--- src/rtl/symbol_upsampler.sv ---
// Symbol upsampler: expands each accepted {I,Q} symbol into sps_q output
// samples, either zero-stuffed (symbol on phase 0, zeros after) or
// sample-and-hold (symbol on every phase). Feeds the pulse-shaping filter.
//
// Handshake: a transfer happens on a rising clk_bb edge where valid and ready
// are both high. A producer holds valid and its payload until that edge, and
// ready never depends on the same side's valid. in_ready may depend on
// out_ready, so a new symbol is taken on the same edge as the last sample of
// the previous one and the output stream has no gap.
//
// The two-state FSM is visible on st_busy (high exactly in EXPAND).
module symbol_upsampler #(
   parameter int MAX_SPS = 16,
   parameter int SPS_W   = 7
) (
   input  logic             clk_bb,
   input  logic             rst,
   input  logic             cfg_enable,
   input  logic             cfg_hold,
   input  logic [SPS_W-1:0] cfg_sps,
   input  logic             in_valid,
   output logic             in_ready,
   input  logic [31:0]      in_data,
   input  logic             in_last,
   output logic             out_valid,
   input  logic             out_ready,
   output logic [31:0]      out_data,
   output logic             out_last,
   output logic             st_busy,
   output logic [15:0]      st_sym_count
);

   // Wide enough to hold MAX_SPS itself (the phase counter never exceeds MAX_SPS-1).
   localparam int CNT_W = $clog2(MAX_SPS + 1);

   typedef enum logic {
      IDLE   = 1'b0,
      EXPAND = 1'b1
   } state_t;

   state_t           state, state_n;
   logic [CNT_W-1:0] phase, phase_n;
   logic [CNT_W-1:0] sps_q, sps_n;
   logic [CNT_W-1:0] sps_eff;
   logic [31:0]      sym, sym_n;
   logic             sym_last, sym_last_n;
   logic [15:0]      count, count_n;
   logic [31:0]      sps_wide;
   logic             last_phase;
   logic             expanding;
   logic             out_fire;
   logic             accept;

   // Clamp the requested samples-per-symbol into 1..MAX_SPS.
   always_comb begin
      sps_wide = 32'(cfg_sps);
      if (sps_wide <= 32'd1) begin
         sps_eff = CNT_W'(1);
      end else if (sps_wide > 32'(MAX_SPS)) begin
         sps_eff = CNT_W'(MAX_SPS);
      end else begin
         sps_eff = CNT_W'(sps_wide);
      end
   end

   // Handshake and output decode; everything is forced low while rst is high.
   always_comb begin
      expanding  = (state == EXPAND);
      last_phase = (phase == (sps_q - CNT_W'(1)));
      out_valid  = ~rst & expanding;
      in_ready   = ~rst & cfg_enable & (~expanding | (out_ready & last_phase));
      out_fire   = out_valid & out_ready;
      accept     = in_valid & in_ready;
      out_last   = out_valid & sym_last & last_phase;
      st_busy    = out_valid;
      out_data   = 32'h0;
      if (out_valid && ((phase == '0) || cfg_hold)) begin
         out_data = sym;
      end
      st_sym_count = count;
   end

   // Next-state logic: accept a symbol, step the phase, count completed symbols.
   always_comb begin
      state_n    = state;
      phase_n    = phase;
      sps_n      = sps_q;
      sym_n      = sym;
      sym_last_n = sym_last;
      count_n    = count;
      if (out_fire) begin
         if (last_phase) begin
            state_n = IDLE;
            phase_n = '0;
            count_n = count + 16'd1;
         end else begin
            phase_n = phase + CNT_W'(1);
         end
      end
      // A new symbol wins over the return to IDLE on the same edge.
      if (accept) begin
         state_n    = EXPAND;
         phase_n    = '0;
         sps_n      = sps_eff;
         sym_n      = in_data;
         sym_last_n = in_last;
      end
   end

   // State registers with synchronous reset; reset drops any held symbol.
   always_ff @(posedge clk_bb) begin
      if (rst) begin
         state    <= IDLE;
         phase    <= '0;
         sps_q    <= CNT_W'(1);
         sym      <= 32'h0;
         sym_last <= 1'b0;
         count    <= 16'h0;
      end else begin
         state    <= state_n;
         phase    <= phase_n;
         sps_q    <= sps_n;
         sym      <= sym_n;
         sym_last <= sym_last_n;
         count    <= count_n;
      end
   end

endmodule
--- config.mk ---
export PLATFORM = sky130hd
export DESIGN_NAME = symbol_upsampler
export DESIGN_NICKNAME = d
export VERILOG_FILES = /design/src/rtl/symbol_upsampler.sv
export SDC_FILE = /design/constraint.sdc
export NUM_CORES = 1
export LEC_CHECK = 0
export BUFFER_PORTS_ARGS = -buffer_cell sky130_fd_sc_hd__buf_2
export CAP_MARGIN = 20
export CORE_ASPECT_RATIO = 1.75
export CORE_MARGIN = 2
export CORE_UTILIZATION = 50
export DETAILED_ROUTE_END_ITERATION = 8
export PLACE_DENSITY = 0.79
export SLEW_MARGIN = 20
export SYNTH_ARGS = -nofsm -noshare
export SYNTH_HDL_FRONTEND = slang
export SYNTH_SLANG_ARGS = --single-unit
export TNS_END_PERCENT = 50
--- constraint.sdc ---
create_clock -name clk_bb -period 3.5 [get_ports clk_bb]
set_clock_uncertainty 0.05 [all_clocks]
set_input_delay 0.525 -clock clk_bb [delete_from_list [all_inputs] [get_ports clk_bb]]
set_output_delay 0.525 -clock clk_bb [all_outputs]
set_load 0.005 [all_outputs]
==> results of run 1 <==
layer usage:
layer  up-vias  routed length, um  global-route usage, %
li1       1263                  -                      -
met2        76               3518                  37.50
met4         0                118                  11.27
met3         9                414                  6.830
met1      1171               2474                  22.96
met5         -                  0                      0
cells in the final DEF, fill, tap and decap left out, types with 2 or more instances in the layout:
cell        Yosys  final
buf_2           0     97
dfxtp_1        60     60
nor2b_1        34     34
and2_1         32     32
mux2_2         29     29
nand2_1        14     14
a21oi_1        14     14
or3_1          13     13
o21ai_0        12     12
inv_1          11     11
clkbuf_8        0     10
nor3_1          7      7
nor2_1          7      7
xor2_1          6      6
nand3_1         6      6
xnor2_1         4      4
mux2_1          4      4
nand4_1         4      4
mux2i_1         4      4
ha_1            4      4
and3_1          3      3
o2111ai_1       3      3
buf_4           4      3
nand3b_1        2      2
a211oi_4        1      2
clkinvlp_4      0      2
through the flow:
step / utilization [%] / hold slack, ns / power [W] / setup WS [ns] / cell area (um2)
finish: 63.44 / 0.3516 / 0.001473 / 0.7102 / 3671
global route: 63.44 / 0.3455 / 0.001537 / 0.4913 / 3671
CTS: 63.44 / 0.3331 / 0.001495 / 0.7062 / 3671
detailed placement: 60.13 / 0.4144 / 0.0008848 / 0.7190 / 3480
global placement: 60.13 / 0.4007 / 0.0008797 / 0.7737 / 3480
floorplan: - / 0.3963 / 0.0008339 / 1.037 / 2964
kinds of logic after synthesis:
kind of cell,Yosys count
compound gates,44
xor+xnor,10
fa+ha+maj,4
buf+inv,29
flops,60
mux,37
simple gates,130
worst max-delay path by stage:
stage	to	cells after the start
4_1_cts	sym[4]	8
2_1_floorplan	sym[10]	9
3_3_place_gp	sym[27]	8
6_report	sym[4]	8
5_1_grt	sym_last	8
3_5_place_dp	sym[18]	8
layout make-up:
| type | instances | area, um2 | share of cell area, % |
|---|---|---|---|
| multi-input cells | 225 | 1632 | 44.44 |
| flip-flops and latches | 60 | 1201 | 32.72 |
| repair buffers | 100 | 508.0 | 13.84 |
| clock buffers | 11 | 141.4 | 3.851 |
| well taps | 78 | 97.59 | 2.658 |
| clock inverters | 4 | 50.05 | 1.363 |
| inverters | 11 | 41.29 | 1.125 |
registers in the layout, indices dropped and copies added, names as in the netlist:
register / flops
sym: 32
st_sym_count: 16
sps_q: 5
sym_last: 1
expanding: 1
phase: 5
power groups by stage:
stage | Clock (W) | Sequential (W) | Combinational [W]
5_1_grt | 0.000648 | 0.000727 | 0.000161
3_5_place_dp | 0 | 0.000739 | 0.000146
3_3_place_gp | 0 | 0.000738 | 0.000142
4_1_cts | 0.000625 | 0.000724 | 0.000147
6_report | 0.000604 | 0.000724 | 0.000145
2_1_floorplan | 0 | 0.000734 | 0.0000998
==> impl_metrics.ini, run 1 <==
[outcome]
status = finished clean

[pwr]
worst_ir_drop_vdd_mv = 0.2723
power.internal_w = 0.001127
power_frac_seq_pct = 49.2
p_clk_share_pct = 41.0
power_switching_share_pct = 23.50
combPwrFrac_pct = 9.9
switchingPower_w = 0.0003461
powerDensity_mw_per_mm2 = 401.2
leakage_nw = 1.649

[floorplanning]
fp.dieH_um = 105.9
initial_core_util_pct = 51.22
rows = 37
io_pins = 98
coreArea_mm2 = 0.005787
dieArea_mm2 = 0.006584
die_w_um = 62.20

[worst_setup_path]
crit_slowest_cell = buf_4
critPathMostFrequentCell = a211oi_4
crit_fanout = 39
reg2regPathDepth = 8
critPathLaunch = sps_q[0]
worstReg2RegEnd = sym[4]
reg2reg_from = sps_q[0]
cp_cell_sequence = inv_1 -> ha_1 -> xnor2_1 -> a211oi_4 -> o2111ai_2 -> a211oi_4 -> buf_4 -> mux2_2
worstPathArrival_ns = 2.96
startpoint_type = flip-flop
cp.buffers_inverters = 2
crit_family = compound AO/OA/AOI/OAI gates
critPathCaptureType = flip-flop
critPathKind = reg2reg
slowest_delay_ns = 0.46
critPathRequiredTime_ns = 3.67
r2r_slack_ns = 0.71

[clock_tree]
post_cts_buffers = 0
clock_path_buffers = 2
cts_buffers = 9
cts_tree = yes
htree_levels = 3
ctsHoldBuffers = 0
post_cts_resized = 0
cts_sinks = 60
cts-root-buf = clkbuf_8
clock_latency_ns = 0.33
path_clk_slew_ns = 0.07

[yosys]
ys_seq_area_share_pct = 40.52
yosys_warnings = 0
syn_avg_cell_area_um2 = 9.440
muxShareOfSynthArea_pct = 13.89
yosys-top-cells-count = dfxtp_1, nor2b_1, and2_1, mux2_2
yosys.area.top_type = dfxtp_1
synth_edf_count = 0
synthDistinctLibCells = 47
netlist_area_mm2 = 0.002964
synth.most_common_cell = dfxtp_1
synthSimpleGateAreaFrac_pct = 26.30
synthAdderAreaFrac_pct = 1.688
ys_ff_latch = 60
synth_top_area_share_pct = 40.52
synth_top_family_by_area = simple AND/OR/NAND/NOR gates
synth_ff_type = dfxtp_1
synthArstFlopShare_pct = 0
synth_xor_xnor_area_share_pct = 2.955
synth_compound_area_share_pct = 9.962
syn-num-nets = 364
netlist_instances = 314
yosys-top-cells-area = dfxtp_1, mux2_2, nor2b_1, and2_1, or3_1

[detailed_routing]
drt-wirelength-per-cell_um = 13.35
num_vias = 2519
ant_nets = 0
drt-initial-drc-count = 97
drt_pre_antenna_iters = 4
drc_errors = 0
wl_mm = 6.526
viasPerCell = 5.151

[cells_and_area]
fin_cells = 489
area_delta_synth_final_pct = 23.85
n_antenna_cell = 0
nNetsFinal = 457
fillCellCount = 521
drive_above_1_share_pct = 35.77

[sta]
final_hold_viol_count = 0
slew_violations = 0
tightest_slew_ns = 0.8425
period_share_pct = 79.71
slew_headroom_pct = 43.78
rsz0062_at_grt = no
fmax_ghz = 0.3584
setup_violations = 0
period_needed_ns = 2.790
final.setup.tns_ns = 0

[place]
finalWeightedCongestion = 0.7768
numPortBuffers = 97
dp_cells = 474
dp_hpwl_mm = 4.730

[global_routing]
track_usage_pct = 21.50
grt_pass1_vias = 2586
overflow = 0
grt_max_degree = 40
antenna_found_initial = 0
grt_pass1_wl_mm = 11.27

[worst_hold_path]
min_from = in_data[11]
hold_depth = 2
min_to = sym[11]
hold_path_class = in2reg

[flow_run]
max_cap_violations = 0
Power figures use the tool's default switching activity.
==> run 2, diff against run 1 <==
- ABC_AREA: default -> 1
- CORE_UTILIZATION: 50 -> 51
- PLACE_DENSITY: 0.79 -> 0.8
- clock period: 3.5 -> 2.75 ns (I/O delays scaled with it)
==> run 2 against run 1 <==
Against the previous run:
- design area grew 3.9%
- combinational power grew 38%
- utilization grew 1.4 points
- register-to-register slack lost 0.23 ns
- via count grew 30%
- global-route usage grew 2.9 points
- clock power grew 39%
- worst setup slack lost 0.36 ns
- critical path depth grew 3
- sequential share of layout area shrank 1.2 points
- non-clock buffer count grew 3
- largest cell class unchanged
- highest routed layer unchanged
==> impl_metrics.ini, run 2 <==
[outcome]
status = finished clean

[worst_setup_path]
critPathKind = reg2out
crit_slowest_cell = dfxtp_1
cp.buffers_inverters = 3
slowest_delay_ns = 0.38
worstReg2RegEnd = st_sym_count[0]
reg2reg_from = sps_q[0]
r2r_slack_ns = 0.48
critPathMostFrequentCell = nand2_1
critPathCaptureType = output port
worstPathArrival_ns = 1.93
critPathRequiredTime_ns = 2.29
crit_family = simple AND/OR/NAND/NOR gates
crit_fanout = 4
startpoint_type = flip-flop
reg2regPathDepth = 13
cp_cell_sequence = inv_2 -> ha_1 -> inv_1 -> nand2_1 -> nand2_1 -> nor2_1 -> nand2_1 -> nor2_2 -> nand3_2 -> a21oi_4 -> buf_2

[sta]
layout_setup_ws_ns = 0.3536
final_hold_viol_count = 0
slew_headroom_pct = 55.17
period_share_pct = 87.14
rsz0062_at_grt = no
final.setup.tns_ns = 0
fmax_ghz = 0.4173
tightest_slew_ns = 0.6725
period_needed_ns = 2.396
setup_violations = 0
slew_violations = 0

[yosys]
synth.most_common_cell = nand2_1
synth_ff_type = dfxtp_1
ys_ff_latch = 60
syn_avg_cell_area_um2 = 6.490
syn-num-nets = 526
ys_seq_area_share_pct = 38.88
netlist_area_mm2 = 0.003089
yosys_warnings = 0
yosys.area.top_type = dfxtp_1
netlist_instances = 476
yosys-top-cells-area = dfxtp_1, nand2_1, nand3_1, nor2_1, inv_1
synthArstFlopShare_pct = 0
yosys-top-cells-count = nand2_1, nand3_1, nor2_1, inv_1, dfxtp_1
synth_edf_count = 0
synthDistinctLibCells = 27
synth_top_area_share_pct = 38.88

[detailed_routing]
ant_nets = 0
drc_errors = 0
drt-initial-drc-count = 141
drt-wirelength-per-cell_um = 11.96
drt_pre_antenna_iters = 5
wl_mm = 7.773
viasPerCell = 5.055
num_vias = 3286

[cells_and_area]
largest_reg_flops = 32
drive_above_1_share_pct = 22.73
fin_cells = 650
largest-register = sym
fin_area_mm2 = 0.003812
layout_commonest_cell = nand2_1
final_util_pct = 64.84
n_antenna_cell = 0
nNetsFinal = 617
area_delta_synth_final_pct = 23.41
mostFrequentLayoutCells = nand2_1, buf_2, nand3_1

[clock_tree]
post_cts_resized = 0
ctsHoldBuffers = 0
cts-root-buf = clkbuf_8
clock_path_buffers = 2
clock_latency_ns = 0.34
path_clk_slew_ns = 0.07
htree_levels = 3
cts_sinks = 60
cts_tree = yes
post_cts_buffers = 0
cts_buffers = 9

[floorplanning]
dieArea_mm2 = 0.006720
die_w_um = 62.83
fp.dieH_um = 107.0
initial_core_util_pct = 52.54
io_pins = 98
coreArea_mm2 = 0.005879
rows = 37

[place]
finalWeightedCongestion = 0.8933
numPortBuffers = 97
dp_cells = 634
dp_hpwl_mm = 5.630
placed_area_mm2 = 0.003600
pre_cts_slack_ns = 0.5150

[global_routing]
grt_max_degree = 47
overflow = 0
track_usage_pct = 24.36
grt_pass1_vias = 3170
grt_pass1_wl_mm = 13.20
antenna_found_initial = 0

[worst_hold_path]
hold_depth = 3
min_from = in_data[3]
min_to = sym[3]
hold_path_class = in2reg

[pwr]
worst_ir_drop_vdd_mv = 0.3712
leakage_nw = 1.884
powerDensity_mw_per_mm2 = 514.0

[flow_run]
max_cap_violations = 0
run 2: cell types whose count changed after synthesis, moves of 32 or more:
cell and delta:
nand2_1 +102, nand3_1 +79, nor2_1 +57, inv_1 +51, nor2b_1 -34, and2_1 -32
run 2: routing by layer:
metal  vias to the layer above  global-route usage (%)  part of all wire [%]
met1                      1454                   24.77                    38
li1                       1670                       -                     -
met2                       140                   44.39                    52
met3                        22                   5.561                   6.3
met5                         -                       0                     0
met4                         0                   15.08                   3.1
run 2: cell families (layout without fill, tap and decap cells):
kind of cell	after synthesis	after routing	share of synthesized area, %
AOI/OAI and AO/OA	26	26	4.699
and+or+nand+nor	287	287	40.18
xor gates and xnor gates	9	9	2.551
buffers and inverters	90	186	12.07
DFF	60	60	38.88
adders and majority gates	4	4	1.620
run 2: area by class of cell:
cell class | instances | area, um2
Timing Repair Buffer | 103 | 530.5
Tap cell | 78 | 97.59
Fill cell | 572 | 2067
Multi-Input combinational cell | 326 | 1519
Clock buffer | 13 | 168.9
Sequential cell | 60 | 1201
Inverter | 67 | 251.5
Clock inverter | 3 | 43.79
run 2: worst max-delay path by stage:
stage	start	end	depth (start not counted)
finish	sps_q[0]	in_ready	11
detailed placement	sps_q[0]	st_sym_count[1]	13
global placement	sps_q[0]	st_sym_count[1]	13
CTS	sps_q[0]	in_ready	11
floorplan	sps_q[0]	in_ready	11
global route	sps_q[0]	in_ready	11
run 2: worst reg2reg max path, delay by kind of cell, from the launching register on:
kind	cells	cell delay, ns
compound gates	2	0.27
flops	1	0.38
fa+ha+maj	1	0.29
buf+inv	3	0.32
simple gates	7	0.83
run 2: power by group:
group / switching (W) / internal, W
clock: 0.000343 / 0.000493
sequential: 0.0000198 / 0.000903
combinational: 0.000125 / 0.0000749
total: 0.000489 / 0.00147
run 2: per-stage QoR:
stage	hold WS [ns]	total power, W
2_1_floorplan	0.3933	0.001072
3_3_place_gp	0.4020	0.001136
3_5_place_dp	0.4066	0.001143
4_1_cts	0.2226	0.001985
5_1_grt	0.2459	0.002037
6_report	0.2475	0.001960
